<file path="src/rtl/mall_gate_ctrl_if.sv">
// Sensor inputs, occupancy/status outputs and an FSM debug view for the mall gate controller.
// The sensors are free-running levels with no valid/ready handshake: every cycle is a sample,
// and each 0->1 transition of a sensor level is one count request.
interface mall_gate_ctrl_if #(
  parameter int WIDTH = 4
);
  logic             entry_sensor;
  logic             exit_sensor;
  logic [WIDTH-1:0] occupancy;
  logic             gate_open;
  logic             full;
  logic             empty;
  logic             underflow;
  logic [7:0]       denied_cnt;
  logic [1:0]       fsm_state;

  modport master (
    output entry_sensor, exit_sensor,
    input  occupancy, gate_open, full, empty, underflow, denied_cnt, fsm_state
  );

  modport slave (
    input  entry_sensor, exit_sensor,
    output occupancy, gate_open, full, empty, underflow, denied_cnt, fsm_state
  );
endinterface

</file>
<file path="src/rtl/mall_gate_ctrl.sv">
// Occupancy controller: edge-detects entry/exit sensors, keeps a saturating head count,
// and runs the gate FSM that closes at capacity and reopens after a hold-off.
module mall_gate_ctrl #(
  parameter int WIDTH       = 4,
  parameter int CAPACITY    = 12,
  parameter int HOLD_CYCLES = 8
) (
  input  logic           clock,
  input  logic           reset,
  mall_gate_ctrl_if.slave bus
);

  localparam logic [WIDTH-1:0] CAP       = WIDTH'(CAPACITY);
  localparam int               HW        = (HOLD_CYCLES > 1) ? $clog2(HOLD_CYCLES) : 1;
  localparam logic [HW-1:0]    HOLD_LOAD = HW'(HOLD_CYCLES - 1);

  typedef enum logic [1:0] {
    OPEN        = 2'd0,
    CLOSED      = 2'd1,
    REOPEN_WAIT = 2'd2
  } state_t;

  state_t           state;
  logic             gate_open_r;
  logic [HW-1:0]    hold_cnt;
  logic             entry_q;
  logic             exit_q;
  logic [WIDTH-1:0] occ;
  logic             underflow_r;
  logic [7:0]       denied_r;

  logic ent_ev;
  logic ext_ev;
  logic acc_ent;
  logic acc_ext;

  always_comb begin
    ent_ev  = bus.entry_sensor & ~entry_q;
    ext_ev  = bus.exit_sensor  & ~exit_q;
    acc_ent = ent_ev & (state == OPEN) & (occ < CAP);
    acc_ext = ext_ev & (occ != '0);
  end

  // Previous levels reset high so a sensor held through reset does not count.
  always_ff @(posedge clock) begin
    if (reset) begin
      entry_q     <= 1'b1;
      exit_q      <= 1'b1;
      occ         <= '0;
      underflow_r <= 1'b0;
      denied_r    <= 8'd0;
    end else begin
      entry_q <= bus.entry_sensor;
      exit_q  <= bus.exit_sensor;
      if (acc_ent && !acc_ext)
        occ <= occ + 1'b1;
      else if (acc_ext && !acc_ent)
        occ <= occ - 1'b1;
      if (ext_ev && (occ == '0))
        underflow_r <= 1'b1;
      if (ent_ev && !acc_ent && (denied_r != 8'hFF))
        denied_r <= denied_r + 8'd1;
    end
  end

  // Gate FSM works off the registered occupancy, so it trails the count by one edge.
  always_ff @(posedge clock) begin
    if (reset) begin
      state       <= OPEN;
      gate_open_r <= 1'b1;
      hold_cnt    <= '0;
    end else begin
      case (state)
        OPEN: begin
          if (occ == CAP) begin
            state       <= CLOSED;
            gate_open_r <= 1'b0;
          end
        end
        CLOSED: begin
          if (occ < CAP) begin
            state    <= REOPEN_WAIT;
            hold_cnt <= HOLD_LOAD;
          end
        end
        REOPEN_WAIT: begin
          if (occ == CAP) begin
            state <= CLOSED;
          end else if (hold_cnt == '0) begin
            state       <= OPEN;
            gate_open_r <= 1'b1;
          end else begin
            hold_cnt <= hold_cnt - 1'b1;
          end
        end
        default: begin
          state       <= OPEN;
          gate_open_r <= 1'b1;
          hold_cnt    <= '0;
        end
      endcase
    end
  end

  assign bus.occupancy  = occ;
  assign bus.gate_open  = gate_open_r;
  assign bus.full       = (occ == CAP);
  assign bus.empty      = (occ == '0);
  assign bus.underflow  = underflow_r;
  assign bus.denied_cnt = denied_r;
  assign bus.fsm_state  = state;

endmodule

</file>
<file path="src/flat_wrapper.sv">
// flat-port wrapper written by rule: the top's interface ports become plain ports
module mall_gate_ctrl_flat 
#(
  parameter int WIDTH       = 4,
  parameter int CAPACITY    = 12,
  parameter int HOLD_CYCLES = 8
)
  (clock, reset, bus_entry_sensor, bus_exit_sensor, bus_occupancy, bus_gate_open, bus_full, bus_empty, bus_underflow, bus_denied_cnt, bus_fsm_state);
  mall_gate_ctrl_if #(.WIDTH(WIDTH)) bus_i ();
  input  logic clock;
  input  logic reset;
  input wire logic [$bits(bus_i.entry_sensor)-1:0] bus_entry_sensor;
  input wire logic [$bits(bus_i.exit_sensor)-1:0] bus_exit_sensor;
  output wire logic [$bits(bus_i.occupancy)-1:0] bus_occupancy;
  output wire logic [$bits(bus_i.gate_open)-1:0] bus_gate_open;
  output wire logic [$bits(bus_i.full)-1:0] bus_full;
  output wire logic [$bits(bus_i.empty)-1:0] bus_empty;
  output wire logic [$bits(bus_i.underflow)-1:0] bus_underflow;
  output wire logic [$bits(bus_i.denied_cnt)-1:0] bus_denied_cnt;
  output wire logic [$bits(bus_i.fsm_state)-1:0] bus_fsm_state;
  assign bus_i.entry_sensor = bus_entry_sensor;
  assign bus_i.exit_sensor = bus_exit_sensor;
  assign bus_occupancy = bus_i.occupancy;
  assign bus_gate_open = bus_i.gate_open;
  assign bus_full = bus_i.full;
  assign bus_empty = bus_i.empty;
  assign bus_underflow = bus_i.underflow;
  assign bus_denied_cnt = bus_i.denied_cnt;
  assign bus_fsm_state = bus_i.fsm_state;
  mall_gate_ctrl #(.WIDTH(WIDTH), .CAPACITY(CAPACITY), .HOLD_CYCLES(HOLD_CYCLES)) u_core (.clock(clock), .reset(reset), .bus(bus_i));
endmodule
</file>
<file path="config.mk">
export PLATFORM = sky130hd
export DESIGN_NAME = mall_gate_ctrl_flat
export DESIGN_NICKNAME = d
export VERILOG_FILES = /design/src/rtl/mall_gate_ctrl_if.sv /design/src/rtl/mall_gate_ctrl.sv /design/src/flat_wrapper.sv
export SDC_FILE = /design/constraint.sdc
export NUM_CORES = 1
export LEC_CHECK = 0
export CORE_MARGIN = 2
export CORE_UTILIZATION = 51
export DETAILED_ROUTE_END_ITERATION = 6
export GPL_TIMING_DRIVEN = 0
export PLACE_DENSITY = 0.76
export SLEW_MARGIN = 20
export SYNTH_ARGS = -nofsm -noshare
export SYNTH_HDL_FRONTEND = slang
export SYNTH_SLANG_ARGS = --single-unit
</file>
<file path="constraint.sdc">
create_clock -name clock -period 2.75 [get_ports clock]
set_input_delay 0.275 -clock clock [delete_from_list [all_inputs] [get_ports clock]]
set_output_delay 0.275 -clock clock [all_outputs]
set_load 0.03 [all_outputs]
</file>
==> Word level (Yosys, flattened, before mapping) <==
Index checks and enable logic that the tools add are counted.
{ "totals": {"wordCells": 62, "output_inout_bits": 18, "reg_bits": 21} }
{ "classes": {"muxes": 15, "eq_ne": 10, "n_bitwise": 9, "n_reduce_logical": 15, "add_sub_neg": 4, "magnitude_cmp": 1} }
{ "op_table": {"columns": ["op", "n"], "rows": [
  ["3-bit 2-to-1 mux", 3],
  ["3-bit one-hot mux with 3 select lines", 1],
  ["8-bit by 1-bit adder with 8-bit output, second input constant", 1],
  ["2-bit 2-to-1 mux", 4],
  ["4-bit 2-to-1 mux", 2],
  ["8-bit inequality test, second input constant", 1],
  ["4-bit AND reduction", 2],
  ["2-bit inequality test, second input constant", 3],
  ["2-bit one-hot mux with 3 select lines", 1],
  ["1-bit bitwise AND", 5],
  ["1-bit logical AND", 5],
  ["4-bit by 1-bit adder with 4-bit output, second input constant", 1],
  ["4-bit equality test, second input constant", 1],
  ["4-bit logical NOT", 1],
  ["4-bit less-than comparator, second input constant", 1],
  ["2-bit by 1-bit inequality test with 1-bit output, second input constant", 2],
  ["1-bit inverter", 4],
  ["4-bit nonzero test", 1],
  ["4-bit by 1-bit subtractor with 4-bit output, second input constant", 1],
  ["3-bit logical NOT", 1],
  ["1-bit 2-to-1 mux", 3],
  ["3-bit by 2-bit inequality test with 1-bit output, second input constant", 1],
  ["1-bit one-hot mux with 3 select lines", 1],
  ["3-bit AND reduction", 1],
  ["6 further kinds", 7]
]} }

==> Longest topological paths before layout <==
Gate-level depths: netlist (run 1).
{ "depth": {"ltp_word": 8, "ltp_mapped": 11} }

==> Worst setup path before layout (run 1) <==
OpenSTA, ideal clock, no wires.
{ "synth_timing": {"kind": "reg-to-reg", "start": "register u_core.occ[0] (netlist: u_core.bus.occupancy[0])", "end": "register u_core.occ[3] (netlist: u_core.bus.occupancy[3])", "setup_slack_ns": -0.464, "t_arrival_ns": 3.093, "period_less_slack_ns": 3.214, "path_buffers": 0, "stages_incl_launch_ff": 10, "setup_time_ns": 0.121, "cell_sequence": "dfxtp_1 nor4_1 nand3b_1 ha_1 inv_1 ha_1 a21oi_1 a211oi_1 a31oi_1 mux2_2"} }
{ "synth_via": {"elab_chain_cells": 5, "word_cells_on_any_way": 13, "classes_between": "add/sub: 2; order compare: 1; mux: 2; bitwise: 2; reduce/logical: 6"} }
{ "synth_rtl": {"columns": ["item", "line_no", "source"], "rows": [
  ["from (decl)", "mall_gate_ctrl.sv:28", "logic [WIDTH-1:0] occ;"],
  ["from (signal assigned)", "mall_gate_ctrl.sv:56", "occ <= occ + 1'b1;"],
  ["from (signal assigned)", "mall_gate_ctrl.sv:58", "occ <= occ - 1'b1;"],
  ["4-bit less-than comparator or 4-bit nonzero test (tied branches)", "mall_gate_ctrl.sv:40, mall_gate_ctrl.sv:41", null],
  ["1-bit bitwise AND (on tied branches)", "mall_gate_ctrl.sv:40, mall_gate_ctrl.sv:41", null],
  ["1-bit logical NOT (on tied branches)", "mall_gate_ctrl.sv:57, mall_gate_ctrl.sv:55", null],
  ["1-bit logical AND (on tied branches)", "mall_gate_ctrl.sv:57, mall_gate_ctrl.sv:55", null],
  ["2-bit nonzero test (no line) or 4-bit 2-to-1 mux (tied branches)", null, null]
]} }
Parallel ways exist; a longest one is shown, timed or not. The select of a mux whose other input is x is not followed.
A chain may end at the register's enable or synchronous reset.

==> Worst setup path after layout (run 1) <==
{ "layout_timing": {"start": "register u_core.state[1] (netlist: u_core.bus.fsm_state[1])", "end": "register u_core.occ[3] (netlist: u_core.bus.occupancy[3])"} }
{ "layout_via": {"elab_chain_cells": 6, "word_cells_on_any_way": 8, "classes_between": "mux: 1; bitwise: 2; reduce/logical: 5"} }
{ "layout_rtl": {"columns": ["item", "line_no", "source"], "rows": [
  ["from (decl)", "mall_gate_ctrl.sv:23", "state_t state;"],
  ["from (signal assigned)", "mall_gate_ctrl.sv:69", "state <= OPEN;"],
  ["from (signal assigned)", "mall_gate_ctrl.sv:76", "state <= CLOSED;"],
  ["from (signal assigned)", "mall_gate_ctrl.sv:82", "state <= REOPEN_WAIT;"],
  ["2-bit logical NOT (*)", "mall_gate_ctrl.sv:40", "acc_ent = ent_ev & (state == OPEN) & (occ < CAP);"],
  ["1-bit bitwise AND (*) (2 in a row)", "mall_gate_ctrl.sv:40", null],
  ["1-bit logical NOT", "mall_gate_ctrl.sv:57", "else if (acc_ext && !acc_ent)"],
  ["1-bit logical AND", "mall_gate_ctrl.sv:57", null],
  ["2-bit nonzero test (no line)", null, null]
]} }
Every way passes the cells marked *; elsewhere a longest branch is shown, timed or not.

==> results of run 1 <==
## worst max-delay path, stage by stage, from the launching register on
cell and delay (ps):
dfxtp_2 360, inv_1 100, ha_2 240, a21boi_4 200, nor2b_1 150, ha_1 200
inv_1 110, ha_1 330, a21oi_1 200, a211oi_1 110, a31oi_1 180, mux2_2 350
## layout make-up
| class | count | area share [%] |
|---|---|---|
| multi-input combinational | 103 | 50.3 |
| timing repair buffer | 22 | 14.1 |
| sequential | 21 | 27.4 |
| tap | 28 | 2.27 |
| clock buffer | 4 | 1.70 |
| inverter | 11 | 2.68 |
| buffer | 4 | 1.46 |
## routing by layer
metal,GRT usage (%),vias up
met5,0,-
met4,5.13,0
met3,3.39,4
met2,34.2,25
met1,24.0,517
li1,-,552
## cell usage after synthesis, drive strengths merged (2+ instances only)
master / n / area, um^2
a211oi: 6 / 55.1
a21oi: 10 / 50.1
a31oi: 5 / 31.3
and3: 2 / 12.5
clkbuf: 3 / 11.3
dfxtp: 21 / 420
ha: 11 / 138
inv: 11 / 41.3
mux2i: 2 / 20.0
nand2: 5 / 21.3
nand2b: 2 / 12.5
nand3: 3 / 15.0
nand3b: 2 / 15.0
nand4: 2 / 12.5
nor2: 16 / 60.1
nor2b: 5 / 31.3
nor3: 2 / 10.0
nor4: 3 / 31.3
o2111ai: 3 / 26.3
o21a: 2 / 15.0
o21ai: 7 / 42.5
or2: 2 / 12.5
xnor2: 2 / 17.5
## repair_timing
item / 4_1_cts / 5_1_grt
setup endpoints to repair: 1 / 1
cloned: 0 / 0
resized for setup: 0 / 3
setup buffers: 1 / 0
## cells in the final DEF, fill, tap and decap left out, drive strengths merged, types with 6 or more instances in the layout
master,netlist,final
a211oi,6,6
a21oi,10,10
clkbuf,3,7
clkdlybuf4s50,0,21
dfxtp,21,21
ha,11,11
inv,11,11
nor2,16,16
o21ai,7,7
## power by group through the flow
| stage | logic [mW] | clock network [mW] | registers, mW |
|---|---|---|---|
| after global placement | 0.131 | 0 | 0.341 |
| after CTS | 0.136 | 0.155 | 0.335 |
| after detailed placement | 0.134 | 0 | 0.342 |
| final | 0.136 | 0.146 | 0.335 |
| after global routing | 0.146 | 0.163 | 0.337 |
| after floorplan | 0.0730 | 0 | 0.356 |
## kinds of logic (layout without fill, tap and decap cells)
family,Yosys count,in the layout
adder cells (fa/ha/maj),12,12
XOR/XNOR,3,3
multiplexers,3,3
buffers and inverters,15,41
flip-flops,21,21
AND/OR/NAND/NOR,49,49
AO/OA/AOI/OAI,36,36
## state kept, by name, summed over array words and instances (netlist names)
signal,flops
u_core.bus.denied_cnt,8
u_core.hold_cnt,3
u_core.bus.occupancy,4
u_core.bus.gate_open,1
u_core.bus.fsm_state,2
u_core.bus.underflow,1
u_core.exit_q,1
u_core.entry_q,1
## metrics by stage
step | total power, mW | setup TNS [ps] | hold slack (ps) | instance area [um^2]
final | 0.617 | 0 | 481 | 1540
after global routing | 0.646 | 0 | 520 | 1540
after CTS | 0.626 | 0 | 489 | 1540
after detailed placement | 0.476 | -6.81 | 471 | 1500
after global placement | 0.473 | 0 | 456 | 1500
after floorplan | 0.429 | 0 | 382 | 1260
## worst max-delay path by stage
stage,start,endpoint,cells after the start
floorplan,u_core.bus.fsm_state[0],u_core.bus.occupancy[3],11
detailed placement,u_core.bus.fsm_state[1],u_core.bus.occupancy[3],11
global placement,u_core.bus.fsm_state[1],u_core.bus.occupancy[3],11
global route,u_core.bus.fsm_state[1],u_core.bus.occupancy[3],11
CTS,u_core.bus.fsm_state[0],u_core.bus.occupancy[3],11
finish,u_core.bus.fsm_state[1],u_core.bus.occupancy[3],11
==> flow_summary.yaml, run 1 <==
run_status:
  status: "finished, final reports clean"
routing:
  viasPerCell: 5.69
  antenna_left: 0
  first_pass_iters: 4
  wl_met2_mm: 1.18
  routedWlPerCell_um: 13.0
  wl_met1_mm: 1.20
  dr.max_layer_used: "met4"
  routed_wl_mm: 2.50
  first_iter_violations: 17
  drc: 0
  routed-wl-met3_um: 103
  vias: 1098
power:
  p_leak_nw: 0.576
  pwr-share-comb_pct: 22.1
  power_frac_seq_pct: 54.2
  peakVddDrop_mv: 0.358
  swShare_pct: 29.6
  p_per_area_nw_per_um2: 400
  p_int_mw: 0.434
  pwr-share-clk_pct: 23.7
  p_sw_mw: 0.183
floorplanning:
  io-pin-count: 22
  die_area_um2: 2850
  die_width_um: 53.4
  fp-row-count: 17
  die_h_um: 53.4
  core_area_um2: 2250
  initial_core_util_pct: 55.1
final_layout:
  antenna_cells: 0
  final_cells: 193
  syn2layout_area_growth_pct: 24.1
  layout-drive-gt1-share_pct: 12.7
  register_area_um2: 423
  fill_cells: 196
  multi_input_area_um2: 776
  layout.nets: 182
  fin_util_pct: 68.4
placement:
  place_ws_ps: -6.81
  io_buffer_count: 21
  dp.cells: 188
  place_hpwl_mm: 1.85
  place_congestion: 0.801
clocking:
  clockBufferDepth: 2
  hold_buffers: 0
  htree_levels: 1
  cts_sinks: 21
  cts_buffers: 3
  clk_latency_ps: 300
  cts_tree: "done"
  cts.reportedPaths.clkPinSlew_ps: 110
  clock-root-buffer: "clkbuf_4"
global_routing:
  grt_pass1_vias: 968
  gr-usage-all-layers_pct: 19.4
  grt_max_degree: 12
  grt_pass1_wl_mm: 4.06
  antenna_found_initial: 0
  gr-total-overflow: 0
synthesis:
  ys_seq_elements: 21
  avgSynthCellArea_um2: 8.94
  yosys_warnings: 0
  synth_compound_area_share_pct: 20.6
  syn-num-nets: 155
  netlist_area_um2: 1240
  synth_top_family_by_area: "simple AND/OR/NAND/NOR gates"
  async_flop_share_pct: 0
  yosys.cell_types.count: 40
  seq_area_frac_synth_pct: 33.8
  synthSimpleGateAreaFrac_pct: 23.1
  synth_xor_area_share_pct: 2.11
  synthCells: 139
  synthAdderAreaFrac_pct: 12.7
  synth_mux_area_share_pct: 2.52
  synth_ff_type: "dfxtp_1"
  synth_edf_count: 0
timing:
  max_slew.worst_pin.slew_ps: 498
  finClkSkew_ps: 2.86
  setup_violations: 0
  fin_crit_ps: 2620
  min_period_over_period_pct: 95.2
  hold_viol_final: 0
  rsz0062_at_grt: "false"
  fmax_mhz: 382
  drv_slew: 0
  slew_headroom_pct: 66.8
  timing.final.ws_setup_ps: 131
min_path:
  hold_start: "u_core.hold_cnt[1]"
  min_path_cells: 2
  holdPathEnd: "u_core.hold_cnt[1]"
  min_path_type: "reg -> reg"
setup_path:
  worst-r2r-cell-count: 11
  path_class: "reg -> reg"
  end_kind: "flip-flop"
  rrSetupSlack_ps: 130
  arrival_ps: 2820
  crit_fanout: 5
  critPathLaunchType: "flip-flop"
  critPathRequiredTime_ps: 2950
  r2r-start: "u_core.bus.fsm_state[1]"
  reg2reg_to: "u_core.bus.occupancy[3]"
run:
  max-cap-violations: 0
Power figures use the tool's default switching activity.
==> run 2, diff against run 1 <==
--- a/config.mk
+++ b/config.mk
@@ -6,10 +6,10 @@
 export NUM_CORES = 1
 export LEC_CHECK = 0
 export CORE_MARGIN = 2
-export CORE_UTILIZATION = 51
+export CORE_UTILIZATION = 55
 export DETAILED_ROUTE_END_ITERATION = 6
 export GPL_TIMING_DRIVEN = 0
-export PLACE_DENSITY = 0.76
+export PLACE_DENSITY = 0.81
 export SLEW_MARGIN = 20
 export SYNTH_ARGS = -nofsm -noshare
 export SYNTH_HDL_FRONTEND = slang
==> constraint.sdc (replaced) <==
create_clock -name clock -period 3.4 [get_ports clock]
set_input_delay 0.34 -clock clock [delete_from_list [all_inputs] [get_ports clock]]
set_output_delay 0.34 -clock clock [all_outputs]
set_load 0.03 [all_outputs]
==> run 2 against run 1 <==
Effect of this change:
- global-route usage grew 1.9 points
- sequential cell count is the same
- core utilization increased by 1.4 points
- sequential power decreased by 20%
==> flow_summary.yaml, run 2 (synthesis gave the netlist of run 1 again) <==
run_status:
  status: "finished, final reports clean"
routing:
  first_pass_iters: 4
  drc: 0
  routed_wl_mm: 2.55
  vias: 1065
  antenna_left: 0
  routedWlPerCell_um: 13.3
  viasPerCell: 5.55
  first_iter_violations: 15
run:
  max-cap-violations: 0
global_routing:
  grt_max_degree: 12
  antenna_found_initial: 0
  gr-usage-all-layers_pct: 21.3
  gr-total-overflow: 0
  grt_pass1_wl_mm: 4.25
  grt_pass1_vias: 972
setup_path:
  rrSetupSlack_ps: 610
  cp-startpoint: "u_core.bus.fsm_state[0]"
  end_kind: "flip-flop"
  r2r-start: "u_core.bus.fsm_state[0]"
  arrival_ps: 3010
  crit_fanout: 7
  critPathRequiredTime_ps: 3610
  crit_end: "u_core.bus.occupancy[3]"
  critPathLaunchType: "flip-flop"
  reg2reg_to: "u_core.bus.occupancy[3]"
  path_class: "reg -> reg"
  worst-r2r-cell-count: 11
clocking:
  cts_buffers: 3
  hold_buffers: 0
  cts_sinks: 21
  cts.reportedPaths.clkPinSlew_ps: 120
  cts_resized: 0
  cts_tree: "done"
  clockBufferDepth: 2
  htree_levels: 1
  post_cts_buffers: 0
  clk_latency_ps: 310
  clock-root-buffer: "clkbuf_4"
placement:
  place_area_um2: 1490
  place_hpwl_mm: 1.90
  place_congestion: 0.781
  dp.cells: 188
  io_buffer_count: 21
final_layout:
  layout.nets: 181
  syn2layout_area_growth_pct: 21.9
  final_cells: 192
  largest_register_ffs: 8
  layout-drive-gt1-share_pct: 9.76
  stdcell_area_um2: 1510
  antenna_cells: 0
  layout_common_cells: "clkdlybuf4s50_1, dfxtp_1, nor2_1"
floorplanning:
  die_h_um: 51.5
  io-pin-count: 22
  die_width_um: 51.5
  fp-row-count: 17
  initial_core_util_pct: 57.3
  core_area_um2: 2170
  die_area_um2: 2660
power:
  power_mw: 0.499
  peakVddDrop_mv: 0.334
  p_leak_nw: 0.566
  p_per_area_nw_per_um2: 330
timing:
  setup_violations: 0
  fmax_mhz: 358
  rsz0062_at_grt: "false"
  tns_ps: 0
  max_slew.worst_pin.slew_ps: 501
  drv_slew: 0
  finClkSkew_ps: 4.87
  slew_headroom_pct: 66.6
  fin_crit_ps: 2790
  min_period_over_period_pct: 82.1
  hold_viol_final: 0
min_path:
  min_path_type: "reg -> reg"
==> run 2: cell types whose count changed in the layout (fill, tap and decap cells not counted) <==
cell / change
buf_4: -1
ha_2: -1
dfxtp_1: +2
ha_1: +1
dfxtp_2: -2
nor4_1: +1
nor4_4: -1
==> run 2: worst min-delay path by stage <==
stage / start / to / slack (ps) / depth (start not counted)
6_report: u_core.hold_cnt[0] / u_core.hold_cnt[0] / 490 / 2
5_1_grt: u_core.hold_cnt[2] / u_core.hold_cnt[2] / 530 / 2
4_1_cts: u_core.hold_cnt[0] / u_core.hold_cnt[0] / 490 / 2
3_5_place_dp: u_core.bus.underflow / u_core.bus.underflow / 470 / 2
3_3_place_gp: u_core.bus.underflow / u_core.bus.underflow / 460 / 2
2_1_floorplan: bus_entry_sensor / u_core.entry_q / 450 / 1
==> run 2: critical path, cell delays in order, from the launching register on <==
cell	delay (ps)
dfxtp_1	390
inv_1	110
ha_1	260
a21boi_4	340
nor2b_1	190
ha_1	170
inv_1	90
ha_1	340
a21oi_1	180
a211oi_1	90
a31oi_1	180
mux2_2	350
==> run 2: cell type report <==
type | instances | area [um^2]
sequential | 21 | 420
buffer | 4 | 22.5
multi-input combinational | 103 | 758
tap | 28 | 35.0
inverter | 11 | 41.3
fill | 187 | 656
timing repair buffer | 21 | 210
clock buffer | 4 | 26.3
==> run 2: per-layer routing <==
| metal | GRT usage, % | wire [um] | up-vias |
|---|---|---|---|
| met5 | 0 | 0 | - |
| met1 | 26.7 | 1210 | 497 |
| li1 | - | - | 549 |
| met3 | 3.74 | 76 | 4 |
| met4 | 9.21 | 37 | 0 |
| met2 | 35.7 | 1220 | 15 |
==> run 2: power by group <==
group / leakage [nW] / total [mW] / internal, mW / switching (mW)
logic: 0.381 / 0.105 / 0.0468 / 0.0584
registers: 0.170 / 0.268 / 0.254 / 0.0140
clock network: 0.0150 / 0.126 / 0.0459 / 0.0799
total: 0.566 / 0.499 / 0.347 / 0.152
==> run 2: metrics by stage <==
stage,setup slack [ps],util [%],hold WS [ps]
2_1_floorplan,186,-,447
3_3_place_gp,720,68.6,461
3_5_place_dp,662,68.6,474
4_1_cts,640,69.8,494
5_1_grt,421,69.8,525
6_report,609,69.8,492
